`config.mk`:
```
export PLATFORM = sky130hd
export DESIGN_NAME = decode
export DESIGN_NICKNAME = d
export VERILOG_FILES = /design/src/rtl/decode.sv
export SDC_FILE = /design/constraint.sdc
export NUM_CORES = 1
export LEC_CHECK = 0
export BUFFER_PORTS_ARGS = -buffer_cell sky130_fd_sc_hd__buf_2
export CAP_MARGIN = 20
export CORE_MARGIN = 4
export CORE_UTILIZATION = 45
export CTS_CLUSTER_SIZE = 14
export DETAILED_ROUTE_END_ITERATION = 10
export PLACE_DENSITY_LB_ADDON = 0.3
export RECOVER_POWER = 25
export SYNTH_ARGS = -nofsm -noshare
export SYNTH_HDL_FRONTEND = slang
export SYNTH_SLANG_ARGS = --single-unit
```
`constraint.sdc`:
```
create_clock -name clk -period 9.07 [get_ports clk]
set_input_delay 1.3605 -clock clk [delete_from_list [all_inputs] [get_ports clk]]
set_output_delay 1.3605 -clock clk [all_outputs]
set_load 0.02 [all_outputs]
```
`src/rtl/decode.sv`:
```
// -----------------------------------------------------------------------------
// decode
//   Instruction-decode stage between fetch and execute. Two-entry pipeline:
//   slot A is the IF/ID latch and holds the raw (pc, command) pair. Slot B is
//   the ID/EX register and holds the fully decoded instruction with its
//   operand values. Both sides use a valid/ready handshake. A flush discards
//   everything in flight.
//
//   Optional feature: define DECODE_LOAD_STALL_EN to hold an instruction in A
//   while the load sitting in B writes one of the registers it reads. Without
//   the macro no interlock is applied, and execute must resolve load-use.
//
// Ports
//   clk, rst                 clock (rising edge), async active-high reset
//   flush                    drop A, B and any same-cycle input
//   in_valid / in_ready      fetch handshake (in_ready is combinational
//                            from out_ready)
//   in_pc, in_command        instruction address and word
//   rs_addr, rt_addr         regfile read addresses (0 when A is empty)
//   rs_data, rt_data         regfile read data, same cycle
//   out_valid / out_ready    execute handshake
//   out_pc .. out_is_load    decoded fields of the instruction in B
// -----------------------------------------------------------------------------
module decode (
    input  logic        clk,
    input  logic        rst,
    input  logic        flush,
    input  logic        in_valid,
    output logic        in_ready,
    input  logic [31:0] in_pc,
    input  logic [31:0] in_command,
    output logic [4:0]  rs_addr,
    output logic [4:0]  rt_addr,
    input  logic [31:0] rs_data,
    input  logic [31:0] rt_data,
    output logic        out_valid,
    input  logic        out_ready,
    output logic [31:0] out_pc,
    output logic [5:0]  out_opcode,
    output logic [5:0]  out_funct,
    output logic [4:0]  out_shamt,
    output logic [31:0] out_rs_val,
    output logic [31:0] out_rt_val,
    output logic [31:0] out_imm,
    output logic [4:0]  out_rd,
    output logic        out_we,
    output logic        out_is_load
);

    // Slot A: raw instruction.
    logic        a_v_q, a_v_d;
    logic [31:0] a_pc_q, a_pc_d;
    logic [31:0] a_cmd_q, a_cmd_d;

    // Slot B: decoded instruction.
    logic        b_v_q, b_v_d;
    logic [31:0] b_pc_q, b_pc_d;
    logic [5:0]  b_opcode_q, b_opcode_d;
    logic [5:0]  b_funct_q, b_funct_d;
    logic [4:0]  b_shamt_q, b_shamt_d;
    logic [31:0] b_rs_val_q, b_rs_val_d;
    logic [31:0] b_rt_val_q, b_rt_val_d;
    logic [31:0] b_imm_q, b_imm_d;
    logic [4:0]  b_rd_q, b_rd_d;
    logic        b_we_q, b_we_d;
    logic        b_is_load_q, b_is_load_d;

    // Field extraction from A.
    logic [5:0]  opcode, funct;
    logic [4:0]  rs, rt, rd, shamt;
    logic [15:0] imm16;
    logic [25:0] target;
    assign opcode = a_cmd_q[31:26];
    assign rs     = a_cmd_q[25:21];
    assign rt     = a_cmd_q[20:16];
    assign rd     = a_cmd_q[15:11];
    assign shamt  = a_cmd_q[10:6];
    assign funct  = a_cmd_q[5:0];
    assign imm16  = a_cmd_q[15:0];
    assign target = a_cmd_q[25:0];

    // Upper nibble of pc+4: adding 4 carries into bit 28 only when
    // pc[27:2] is all ones, so the full 32-bit adder is not needed.
    logic [3:0] pc4_hi;
    assign pc4_hi = a_pc_q[31:28] + {3'b000, &a_pc_q[27:2]};

    logic [31:0] dec_imm;
    logic        has_dest;
    logic [4:0]  dest;
    logic        dec_we;
    logic [4:0]  dec_rd;

    // NOTE: every signal assigned in an always_comb gets a default first, so
    // no path through the case/if leaves it unassigned and infers a latch.
    always_comb begin
        dec_imm = {{16{imm16[15]}}, imm16};
        case (opcode)
            6'h0c, 6'h0d, 6'h0e: dec_imm = {16'h0000, imm16};
            6'h0f:               dec_imm = {imm16, 16'h0000};
            6'h02, 6'h03:        dec_imm = {pc4_hi, target, 2'b00};
            default:             dec_imm = {{16{imm16[15]}}, imm16};
        endcase
    end

    always_comb begin
        has_dest = 1'b0;
        dest     = 5'd0;
        if (opcode == 6'h00 && funct != 6'h08) begin
            has_dest = 1'b1;
            dest     = rd;
        end else if (opcode == 6'h03) begin
            has_dest = 1'b1;
            dest     = 5'd31;
        end else if ((opcode >= 6'h08 && opcode <= 6'h0f) || opcode == 6'h23) begin
            has_dest = 1'b1;
            dest     = rt;
        end
    end

    assign dec_we = has_dest && (dest != 5'd0);
    assign dec_rd = dec_we ? dest : 5'd0;

    // Load-use interlock.
    logic hazard;
`ifdef DECODE_LOAD_STALL_EN
    logic uses_rs, uses_rt;
    assign uses_rs = !(opcode == 6'h02 || opcode == 6'h03 || opcode == 6'h0f);
    assign uses_rt = (opcode == 6'h00) || (opcode == 6'h04) ||
                     (opcode == 6'h05) || (opcode == 6'h2b);
    assign hazard  = b_v_q && b_is_load_q && (b_rd_q != 5'd0) &&
                     ((uses_rs && rs == b_rd_q) || (uses_rt && rt == b_rd_q));
`else
    assign hazard  = 1'b0;
`endif

    // Advance control.
    logic b_free, a_move, a_take;
    assign b_free   = !b_v_q || out_ready;
    assign a_move   = a_v_q && b_free && !hazard;
    assign in_ready = !a_v_q || a_move;
    assign a_take   = in_valid && in_ready;

    assign rs_addr  = a_v_q ? rs : 5'd0;
    assign rt_addr  = a_v_q ? rt : 5'd0;

    always_comb begin
        a_v_d       = a_v_q;
        a_pc_d      = a_pc_q;
        a_cmd_d     = a_cmd_q;
        b_v_d       = b_v_q;
        b_pc_d      = b_pc_q;
        b_opcode_d  = b_opcode_q;
        b_funct_d   = b_funct_q;
        b_shamt_d   = b_shamt_q;
        b_rs_val_d  = b_rs_val_q;
        b_rt_val_d  = b_rt_val_q;
        b_imm_d     = b_imm_q;
        b_rd_d      = b_rd_q;
        b_we_d      = b_we_q;
        b_is_load_d = b_is_load_q;

        if (a_move) begin
            b_v_d       = 1'b1;
            b_pc_d      = a_pc_q;
            b_opcode_d  = opcode;
            b_funct_d   = funct;
            b_shamt_d   = shamt;
            b_rs_val_d  = rs_data;
            b_rt_val_d  = rt_data;
            b_imm_d     = dec_imm;
            b_rd_d      = dec_rd;
            b_we_d      = dec_we;
            b_is_load_d = (opcode == 6'h23);
        end else if (out_ready) begin
            b_v_d = 1'b0;
        end

        if (a_take) begin
            a_v_d   = 1'b1;
            a_pc_d  = in_pc;
            a_cmd_d = in_command;
        end else if (a_move) begin
            a_v_d = 1'b0;
        end

        // Flush wins over any accept or move in the same cycle.
        if (flush) begin
            a_v_d = 1'b0;
            b_v_d = 1'b0;
        end
    end

    // NOTE: sequential state uses non-blocking assignments so every register
    // samples the pre-edge values, keeping A->B and in->A transfers concurrent.
    always_ff @(posedge clk or posedge rst) begin
        if (rst) begin
            a_v_q       <= 1'b0;
            a_pc_q      <= 32'h0;
            a_cmd_q     <= 32'h0;
            b_v_q       <= 1'b0;
            b_pc_q      <= 32'h0;
            b_opcode_q  <= 6'h0;
            b_funct_q   <= 6'h0;
            b_shamt_q   <= 5'h0;
            b_rs_val_q  <= 32'h0;
            b_rt_val_q  <= 32'h0;
            b_imm_q     <= 32'h0;
            b_rd_q      <= 5'h0;
            b_we_q      <= 1'b0;
            b_is_load_q <= 1'b0;
        end else begin
            a_v_q       <= a_v_d;
            a_pc_q      <= a_pc_d;
            a_cmd_q     <= a_cmd_d;
            b_v_q       <= b_v_d;
            b_pc_q      <= b_pc_d;
            b_opcode_q  <= b_opcode_d;
            b_funct_q   <= b_funct_d;
            b_shamt_q   <= b_shamt_d;
            b_rs_val_q  <= b_rs_val_d;
            b_rt_val_q  <= b_rt_val_d;
            b_imm_q     <= b_imm_d;
            b_rd_q      <= b_rd_d;
            b_we_q      <= b_we_d;
            b_is_load_q <= b_is_load_d;
        end
    end

    assign out_valid   = b_v_q;
    assign out_pc      = b_pc_q;
    assign out_opcode  = b_opcode_q;
    assign out_funct   = b_funct_q;
    assign out_shamt   = b_shamt_q;
    assign out_rs_val  = b_rs_val_q;
    assign out_rt_val  = b_rt_val_q;
    assign out_imm     = b_imm_q;
    assign out_rd      = b_rd_q;
    assign out_we      = b_we_q;
    assign out_is_load = b_is_load_q;

endmodule
```
; ---- Word-level counts from Yosys, hierarchy flattened
; Index checks and enable logic that the tools add are counted.
[totals]
reg_bits = 218
input_bits = 133
out_inout_bits = 164
[op_classes]
add_sub_neg = 1
order_cmp = 2
n_eq_ne = 8
muxes = 16
n_reduce_logical = 17
[op_table]
columns = cell, count
row1 = 32-bit one-hot mux with 3 select lines, 1
row2 = 5-bit 2-to-1 mux, 6
row3 = 26-bit AND reduction, 1
row4 = 6-bit by 4-bit equality test with 1-bit output (second input constant), 4
row5 = 6-bit by 2-bit equality test with 1-bit output (second input constant), 2
row6 = 1-bit 2-to-1 mux, 9
row7 = 6-bit equality test (second input constant), 1
row8 = 6-bit by 4-bit >= comparator with 1-bit output (second input constant), 1
row9 = 6-bit by 4-bit <= comparator with 1-bit output (second input constant), 1
row10 = 6-bit zero test, 1
row11 = 6-bit by 4-bit inequality test with 1-bit output (second input constant), 1
row12 = 3-bit nonzero test, 2
row13 = 1-bit logical AND, 5
row14 = 5-bit nonzero test, 1
row15 = 4-bit by 1-bit adder with 4-bit output, 1
row16 = 1-bit logical OR, 3
row17 = 3-bit OR reduction, 1
row18 = 1-bit zero test, 2
row19 = 2-bit OR reduction, 1

; ---- Longest topological paths before layout
; Gate-level depths: netlist of the first run.
[logic_depth]
word_depth = 9
depth_mapped = 8
ltp_nobuf = 8

; ---- Least setup slack after synthesis of the first run
; No wires, ideal clock.
[synth_timing]
path_type = in2out
startpoint = input out_ready
endpoint = output in_ready
t_arrival_ps = 1761
path_slack_ps = 5949
cell_stages = 2
n_path_buf = 0
path_cell_list = nor2b_1 > nand2_1
[synth_via]
elab_chain_len = 3
[synth_rtl]
columns = element, line
row1 = from (decl), 37  ; input logic out_ready,
row2 = 1-bit logical OR, 138  ; assign b_free = !b_v_q || out_ready;
row3 = 1-bit logical AND, 139  ; assign a_move = a_v_q && b_free && !hazard;
row4 = 1-bit logical OR, 140  ; assign in_ready = !a_v_q || a_move;
row5 = to (decl), 29  ; output logic in_ready,
; No other way between the ends.

==> run_results.csv, run 1 <==
group,metric,value,unit
route,vias_per_cell,4.96,
clock_network,post_cts.resized_instances,0,
route,final_antenna_net_count,0,
placement,postPlaceCellArea,10400,um2
clock_network,worst_path_clk_slew,0.06,ns
critical_path,critical_path_required,9.71,ns
yosys,postSynthCellCount,859,
critical_path,cp_data_arrival_time,5.92,ns
sta,final_critical_path_setup_slack,3.79,ns
yosys,syn-mean-instance-area,10.2,um2
yosys,dominantRegCellSynth,"dfrtp_1",
layout,syn_to_final_growth,27.6,%
yosys,synth_sequential_area_ratio,62.1,%
worst_hold_path,min_delay_path_depth,2,
yosys,synth_edf_count,0,
route,detail_route.wl_per_cell,16.8,um
floorplanning,die_area,21800,um2
clock_network,cts.sinks,218,
job,cap_viol_max_count,2,
critical_path,end_kind,"async pin",
floorplanning,core_area,19000,um2
floorplanning,floorplan.initialDensity,46.4,%
clock_network,cts-root-buf,"clkbuf_16",
power_and_ir_drop,power-per-cell-area,238,nW/um2
yosys,postSynthNetCount,994,
layout,finish.cell_count_without_fillers,1414,
yosys,yosysUniqueCellTypes,41,
route,drc,0,
clock_network,cts_htree_levels,1,
route,dr.first_iter.drc_count,339,
route,drt-pass1-iter-count,4,
critical_path,worst-path-max-fanout,133,
floorplanning,design.portCount,297,
placement,place.port_buffers,296,
global_route,grt_max_degree,134,
floorplanning,floorplan.die.height,148,um
placement,placed_cells_incl_taps,1369,
sta,max_clock_freq,189,MHz
clock_network,clk_path_buf_depth,3,
placement,gp_congestion,0.790,
route,routed_wire_length,23700,um
sta,rsz_0062_raised_after_global_routing,"no",
sta,timing.hold.ws,0.465,ns
sta,setup_viol,0,
sta,timing.final.crit_share,58.2,%
route,routed-via-count,7008,
global_route,overflow,0,
layout,design_area,11200,um2
clock_network,cts_hold_buf,0,
yosys,ys_seq_elements,218,
sta,finalSetupTns,0,ns
sta,relSlewSlack,-292,%
power_and_ir_drop,vdd.ir_drop.worst,0.117,mV
yosys,netlist_area,8790,um2
clock_network,cts.repair_timing.setup_buffer_count,0,
sta,timing_worst_slew_pin_value,5.85,ns
floorplanning,std_cell_rows,50,
global_route,grt.total_usage,21.2,%
layout,layout.nets,1271,
clock_network,cts_tree,"built",
clock_network,clk_latency,0.50,ns
global_route,grt_pass1_wl,37800,um
global_route,antenna_violations_before_repair,1,
critical_path,cp-start-kind,"input port",
critical_path,worst-r2r-cell-count,5,
sta,post-route-min-period,5.28,ns
global_route,first_global_vias,6989,
clock_network,cts_inserted_buffers,24,
layout,layout.cells.most_common,"nand2_1",
placement,dp_slack,5.06,ns
critical_path,worst_setup_path_class,"in -> async",
layout,most_used_cells_in_the_layout_excluding_fill_and_tap_cells,"nand2_1, buf_2, dfrtp_1",
run_status,violations,"capacitance limit, slew limit",
layout,fraction_of_layout_cells_with_a_size_suffix_above_1,35.7,%
floorplanning,chipWidth,148,um
yosys,synth_async_sr_flop_share,100,%
run_status,status,"complete, but fails checks",
sta,finalHoldViolCount,0,
worst_hold_path,worstHoldPathType,"reg -> reg",
placement,dp_hpwl,16000,um
yosys,ys.warnings.count,0,
sta,timing_max_transition_violations_final,193,
sta,finClkSkew,0.00917,ns
power_and_ir_drop,static-leakage-power,5.81,nW
-- cell usage after synthesis (2+ instances only) --
cell       instances  area [um2]
ha_1               2        25.0
a221oi_1          15         131
buf_2             16        80.1
nor4_1             4        25.0
inv_1              5        18.8
and2_1            11        68.8
nor2b_1            3        18.8
o31ai_1            4        30.0
nand4_1            6        37.5
nand2_1          352        1320
o21ai_0            3        15.0
nand4bb_1          2        22.5
xor2_1             2        17.5
a21oi_1           25         125
o2bb2ai_1          2        17.5
dfrtp_1          218        5460
o21ai_1            5        25.0
mux2_2            64         721
nor2_1            51         191
a22oi_1           16         120
clkbuf_1          33         124
-- path summary, 6_finish.rpt --
kind / startpoint / slack (ns) / to
max reg2reg: out_valid / 4.91 / out_imm[23]
max: rst / 3.79 / a_cmd_q[21]
max in group clk: out_ready / 4.33 / out_imm[23]
min: a_pc_q[1] / 0.46 / out_pc[1]
min reg2reg: a_pc_q[1] / 0.46 / out_pc[1]
min in group asynchronous: rst / 2.69 / out_rs_val[19]
-- cell type report --
cell class	instances	area [um2]
Fill cell	1643	7740
Sequential cell	218	5460
Multi-Input combinational cell	585	3110
Timing Repair Buffer	302	1540
Clock buffer	33	686
Tap cell	260	325
Clock inverter	9	76.3
Inverter	5	20.0
Antenna cell	2	5.00
-- metal layers --
layer | global-route usage (%) | share of wire, % | vias up
met4 | 5.82 | 2.0 | 0
met2 | 34.2 | 47 | 258
li1 | - | - | 3366
met3 | 5.21 | 7.8 | 32
met1 | 28.9 | 43 | 3352
met5 | 0 | 0 | -
-- power breakdown --
group          switching [mW]  internal [mW]  total [mW]
logic                   0.332          0.186       0.518
registers               0.106           1.11        1.22
clock network           0.376          0.556       0.932
-- state kept, by name, summed over array words and instances, names as in the netlist --
signal	cells
a_cmd_q	32
a_pc_q	32
out_imm	32
out_pc	32
out_rs_val	32
out_rt_val	32
out_funct	6
out_opcode	6
out_rd	5
out_shamt	5
a_v_q	1
out_is_load	1
out_valid	1
out_we	1
-- metrics by stage --
step	total power [mW]	utilization, %
6_report	2.67	59.2
5_1_grt	2.80	59.2
4_1_cts	2.70	59.1
3_5_place_dp	1.76	55.1
3_3_place_gp	1.74	55.1
2_1_floorplan	1.54	-
-- worst max-delay path: stages --
cell	delay, ns
buf_2	0.10
clkinvlp_2	3.24
clkbuf_1	0.73
buf_16	0.39
-- logic make-up after synthesis --
family	Yosys count	synth area share, %
simple gates	438	20.1
flops	218	62.1
compound gates	78	6.31
mux	64	8.20
buf+inv	56	2.75
xor+xnor	3	0.299
fa+ha+maj	2	0.285
Power figures use the tool's default switching activity.
==> run 2: changes to the inputs <==
--- a/config.mk
+++ b/config.mk
@@ -5,6 +5,7 @@
 export SDC_FILE = /design/constraint.sdc
 export NUM_CORES = 1
 export LEC_CHECK = 0
+export ABC_AREA = 1
 export BUFFER_PORTS_ARGS = -buffer_cell sky130_fd_sc_hd__buf_2
 export CAP_MARGIN = 20
 export CORE_MARGIN = 4
==> constraint.sdc (replaced) <==
create_clock -name clk -period 5.4 [get_ports clk]
set_input_delay 0.81 -clock clk [delete_from_list [all_inputs] [get_ports clk]]
set_output_delay 0.81 -clock clk [all_outputs]
set_load 0.02 [all_outputs]
==> run_results.csv, run 2 <==
group,metric,value,unit
yosys,postSynthCellCount,906,
layout,design_area,11200,um2
yosys,syn-mean-instance-area,9.56,um2
yosys,synth_top_cell_by_area,"dfrtp_1",
job,cap_viol_max_count,1,
clock_network,cts_htree_levels,1,
clock_network,cts_tree,"built",
floorplanning,floorplan.initialDensity,46.0,%
yosys,synthMostInstantiatedCell,"nand2_1",
placement,dp_hpwl,16100,um
clock_network,clk_path_buf_depth,3,
critical_path,critical_path_required,5.82,ns
critical_path,cp-startpoint,"a_v_q",
route,drt-pass1-iter-count,5,
route,final_antenna_net_count,0,
clock_network,worst_path_clk_slew,0.06,ns
clock_network,cts-root-buf,"clkbuf_16",
yosys,netlist_top_cells_area,"dfrtp_1, nand2_1, mux2_2",
power_and_ir_drop,static-leakage-power,6.06,nW
power_and_ir_drop,vdd.ir_drop.worst,0.253,mV
critical_path,worstReg2RegEnd,"out_imm[7]",
yosys,netlist_area,8660,um2
sta,finalHoldViolCount,0,
layout,layout.nets,1324,
floorplanning,chipWidth,147,um
power_and_ir_drop,power-per-cell-area,411,nW/um2
yosys,ys_seq_elements,218,
route,routed-via-count,7100,
critical_path,worst_setup_path_class,"reg -> reg",
route,routed_wire_length,23300,um
sta,setup_viol,0,
power_and_ir_drop,finalPower,4.59,mW
critical_path,cp_data_arrival_time,4.08,ns
sta,finClkSkew,0.0110,ns
floorplanning,die_area,21500,um2
clock_network,clk_latency,0.51,ns
yosys,synth_top_area_share,63.0,%
sta,timing_worst_slew_pin_value,1.59,ns
floorplanning,std_cell_rows,50,
global_route,grt_pass1_wl,37400,um
yosys,dominantRegCellSynth,"dfrtp_1",
critical_path,reg2reg_setup_slack,1.73,ns
global_route,first_global_vias,7091,
yosys,synth_edf_count,0,
sta,max_clock_freq,273,MHz
critical_path,worstReg2RegStart,"a_v_q",
clock_network,post_cts.resized_instances,0,
route,detail_route.wl_per_cell,15.9,um
critical_path,worst-path-max-fanout,67,
route,drc,0,
yosys,synth_sequential_area_ratio,63.0,%
global_route,grt_max_degree,134,
run_status,violations,"capacitance limit, slew limit",
global_route,overflow,0,
clock_network,cts.sinks,218,
layout,syn_to_final_growth,28.9,%
sta,post-route-min-period,3.67,ns
run_status,status,"complete, but fails checks",
worst_hold_path,worstHoldPathType,"in -> reg",
yosys,yosysUniqueCellTypes,29,
sta,relSlewSlack,-6.20,%
placement,gp_congestion,0.822,
layout,most_used_cells_in_the_layout_excluding_fill_and_tap_cells,"nand2_1, buf_2, dfrtp_1",
clock_network,cts_hold_buf,0,
yosys,postSynthNetCount,1041,
floorplanning,design.portCount,297,
sta,rsz_0062_raised_after_global_routing,"no",
placement,postPlaceCellArea,10300,um2
layout,antenna_cells,0,
sta,finalSetupTns,0,ns
floorplanning,core_area,18800,um2
critical_path,worst-r2r-cell-count,5,
critical_path,critPathCapture,"out_imm[7]",
sta,timing_max_transition_violations_final,51,
clock_network,cts.repair_timing.setup_buffer_count,0,
yosys,ys.warnings.count,0,
yosys,netlist_top_cells_count,"nand2_1, dfrtp_1, nor2_1",
sta,timing.final.crit_share,67.9,%
route,dr.first_iter.drc_count,317,
critical_path,end_kind,"register",
global_route,grt.total_usage,21.2,%
critical_path,cp-start-kind,"register",
global_route,antenna_violations_before_repair,0,
placement,place.port_buffers,296,
yosys,synth_async_sr_flop_share,100,%
route,vias_per_cell,4.85,
layout,fraction_of_layout_cells_with_a_size_suffix_above_1,32.6,%
layout,layout.cells.most_common,"nand2_1",
floorplanning,floorplan.die.height,147,um
clock_network,cts_inserted_buffers,25,
run 2: worst min-delay path by stage:
stage	startpoint	endpoint	cells past startpoint	slack, ns
finish	flush	out_valid	2	0.47
detailed placement	out_rt_val[8]	out_rt_val[8]	2	0.46
CTS	rst	out_rt_val[13]	2	0.35
global placement	a_pc_q[1]	out_pc[1]	2	0.45
global route	flush	a_v_q	2	0.46
floorplan	a_pc_q[0]	out_pc[0]	2	0.44
run 2: cell type report:
| type | instances | area [um2] |
|---|---|---|
| fill | 1644 | 7670 |
| sequential | 218 | 5460 |
| tap | 260 | 325 |
| timing repair buffer | 301 | 1550 |
| clock inverter | 9 | 108 |
| inverter | 43 | 165 |
| clock buffer | 33 | 716 |
| multi-input combinational | 600 | 2840 |
run 2: cell families (layout without fill, tap and decap cells):
family	count (synthesis)	in the layout	share of synthesized area [%]
XOR/XNOR	1	1	0.101
buffers and inverters	88	386	4.32
AO/OA/AOI/OAI	92	92	6.06
multiplexers	41	41	5.33
AND/OR/NAND/NOR	464	464	20.9
flip-flops	218	218	63.0
adder cells (fa/ha/maj)	2	2	0.289
run 2: stage by stage:
stage / std cells / hold slack [ns] / utilization (%) / setup slack, ns
2_1_floorplan: 906 / 0.436 / - / 1.75
3_5_place_dp: 1421 / 0.459 / 54.8 / 2.33
5_1_grt: 1464 / 0.462 / 59.2 / 1.24
4_1_cts: 1463 / 0.354 / 59.1 / 2.65
3_3_place_gp: 1421 / 0.452 / 54.8 / 2.35
6_report: 1464 / 0.468 / 59.2 / 1.73
run 2: metal layers:
| metal | track usage, % | wire (um) | vias to the layer above |
|---|---|---|---|
| met4 | 7.06 | 782 | 0 |
| met2 | 34.2 | 11100 | 215 |
| li1 | - | - | 3451 |
| met1 | 28.9 | 10100 | 3383 |
| met5 | 0 | 0 | - |
| met3 | 4.32 | 1430 | 51 |
run 2: report_power, final:
| part | internal (mW) | total, mW | leakage, nW | switching, mW |
|---|---|---|---|---|
| registers | 1.87 | 2.01 | 2.62 | 0.144 |
| logic | 0.305 | 0.891 | 3.03 | 0.586 |
| clock network | 1.02 | 1.68 | 0.408 | 0.660 |
run 2: worst max-delay path, cell delays in order (launching register included):
cell      delay, ns
dfrtp_1        0.57
nand2_1        1.00
inv_4          0.88
buf_4          0.64
nand2_1        0.20
o221ai_1       0.23
==> run 3: changes to the inputs <==
--- a/config.mk
+++ b/config.mk
@@ -5,7 +5,7 @@
 export SDC_FILE = /design/constraint.sdc
 export NUM_CORES = 1
 export LEC_CHECK = 0
-export ABC_AREA = 1
+export ABC_AREA = 0
 export BUFFER_PORTS_ARGS = -buffer_cell sky130_fd_sc_hd__buf_2
 export CAP_MARGIN = 20
 export CORE_MARGIN = 4
==> constraint.sdc (replaced) <==
create_clock -name clk -period 3.1 [get_ports clk]
set_input_delay 0.465 -clock clk [delete_from_list [all_inputs] [get_ports clk]]
set_output_delay 0.465 -clock clk [all_outputs]
set_load 0.02 [all_outputs]
==> run_results.csv, run 3 (synthesis gave the netlist of run 1 again) <==
group,metric,value,unit
run_status,status,"complete, but fails checks",
run_status,violations,"capacitance limit, slew limit",
critical_path,worst_setup_path_class,"reg -> reg",
floorplanning,chipWidth,148,um
layout,fraction_of_layout_cells_with_a_size_suffix_above_1,36.4,%
power_and_ir_drop,power-per-cell-area,708,nW/um2
placement,postPlaceCellArea,10500,um2
critical_path,cp_data_arrival_time,2.63,ns
power_and_ir_drop,finalPower,8.04,mW
placement,gp_congestion,0.824,
clock_network,cts_tree,"built",
critical_path,critical-path-top-delay-family,"simple AND/OR/NAND/NOR gates",
critical_path,crit_path_max_incr_delay,0.57,ns
global_route,grt.total_usage,22.3,%
clock_network,cts_hold_buf,0,
sta,finalHoldViolCount,0,
worst_hold_path,worstHoldPathType,"in -> reg",
floorplanning,floorplan.initialDensity,46.4,%
floorplanning,std_cell_rows,50,
critical_path,worst-r2r-cell-count,7,
placement,place.port_buffers,296,
clock_network,cts.sinks,218,
clock_network,cts_htree_levels,1,
power_and_ir_drop,static-leakage-power,5.88,nW
critical_path,end_kind,"register",
critical_path,reg2reg_setup_slack,0.82,ns
clock_network,cts_inserted_buffers,24,
layout,layout.cells.most_common,"nand2_1",
global_route,antenna_violations_before_repair,3,
global_route,grt_pass1_wl,39300,um
route,final_antenna_net_count,0,
clock_network,post_cts.resized_instances,0,
clock_network,clk_latency,0.50,ns
clock_network,cts.repair_timing.setup_buffer_count,0,
power_and_ir_drop,vdd.ir_drop.worst,0.405,mV
sta,post-route-min-period,2.28,ns
layout,antenna_cells,0,
route,drt-pass1-iter-count,4,
clock_network,worst_path_clk_slew,0.06,ns
route,routed_wire_length,24100,um
route,routed-via-count,7041,
sta,timing_max_transition_violations_final,220,
floorplanning,floorplan.die.height,148,um
route,dr.first_iter.drc_count,282,
sta,setup_viol,0,
sta,relSlewSlack,-31.3,%
global_route,overflow,0,
critical_path,cp-startpoint,"a_pc_q[10]",
route,detail_route.wl_per_cell,17.0,um
sta,timing.hold.ws,0.129,ns
critical_path,cell_seen_most_often_among_critical_path_stages,"ha_1",
placement,dp_slack,0.798,ns
global_route,first_global_vias,7236,
layout,fin_util,59.9,%
critical_path,critPathCapture,"out_imm[29]",
route,vias_per_cell,4.97,
sta,finalSetupTns,0,ns
sta,final_critical_path_setup_slack,0.816,ns
floorplanning,design.portCount,297,
critical_path,worst-path-max-fanout,3,
critical_path,timing.critical_path.slowest_stage_cell,"or4_1",
placement,placed_cells_incl_taps,1373,
critical_path,cp-start-kind,"register",
layout,n_fill_cell,1650,
critical_path,cp.buffers_inverters,0,
floorplanning,core_area,19000,um2
sta,finClkSkew,0.0106,ns
route,drc,0,
critical_path,cell_count_along_the_critical_path,7,
sta,timing.final.crit_share,73.7,%
floorplanning,die_area,21800,um2
layout,syn_to_final_growth,29.2,%
layout,design_area,11400,um2
clock_network,cts-root-buf,"clkbuf_16",
layout,most_used_cells_in_the_layout_excluding_fill_and_tap_cells,"nand2_1, buf_2, dfrtp_1",
sta,rsz_0062_raised_after_global_routing,"no",
global_route,grt_max_degree,146,
placement,dp_hpwl,16600,um
sta,max_clock_freq,438,MHz
layout,finish.cell_count_without_fillers,1417,
job,cap_viol_max_count,2,
critical_path,worstReg2RegStart,"a_pc_q[10]",
sta,timing_worst_slew_pin_value,1.97,ns
critical_path,critical_path_required,3.45,ns
layout,layout.nets,1274,
critical_path,worstReg2RegEnd,"out_imm[29]",
critical_path,crit_path_cell_trace,"nand4_1 -> or4_1 -> nor4_1 -> ha_1 -> ha_1 -> a22oi_1 -> a21oi_1",
clock_network,clk_path_buf_depth,3,
## run 3: where the power goes
group          switching, mW  total (mW)  internal (mW)  leakage (nW)
Sequential             0.315        3.57           3.26          2.63
Combinational          0.966        1.51          0.549          2.84
Clock                   1.12        2.95           1.84         0.416
Total                   2.40        8.04           5.64          5.88
## run 3: worst min-delay path by stage
stage	startpoint	to	slack [ns]	cells after the start
floorplan	a_pc_q[0]	out_pc[0]	0.43	2
global placement	out_rs_val[31]	out_rs_val[31]	0.45	2
detailed placement	out_rt_val[10]	out_rt_val[10]	0.46	2
CTS	flush	out_valid	0.11	2
global route	flush	a_v_q	0.12	2
finish	flush	out_valid	0.13	2
## run 3: cell type report
class                      count  area [um2]  share of cell area, %
tap                          260         325                   2.87
inverter                       5        20.0                  0.176
sequential                   218        5460                   48.1
multi-input combinational    585        3110                   27.4
clock buffer                  32         702                   6.18
clock inverter                12         140                   1.23
timing repair buffer         305        1600                   14.1
## run 3: routing by layer
layer / global-route usage [%] / part of all wire [%]
met1: 30.1 / 42
met3: 6.19 / 8.2
met2: 35.7 / 48
met4: 6.06 / 2.5
met5: 0 / 0.15
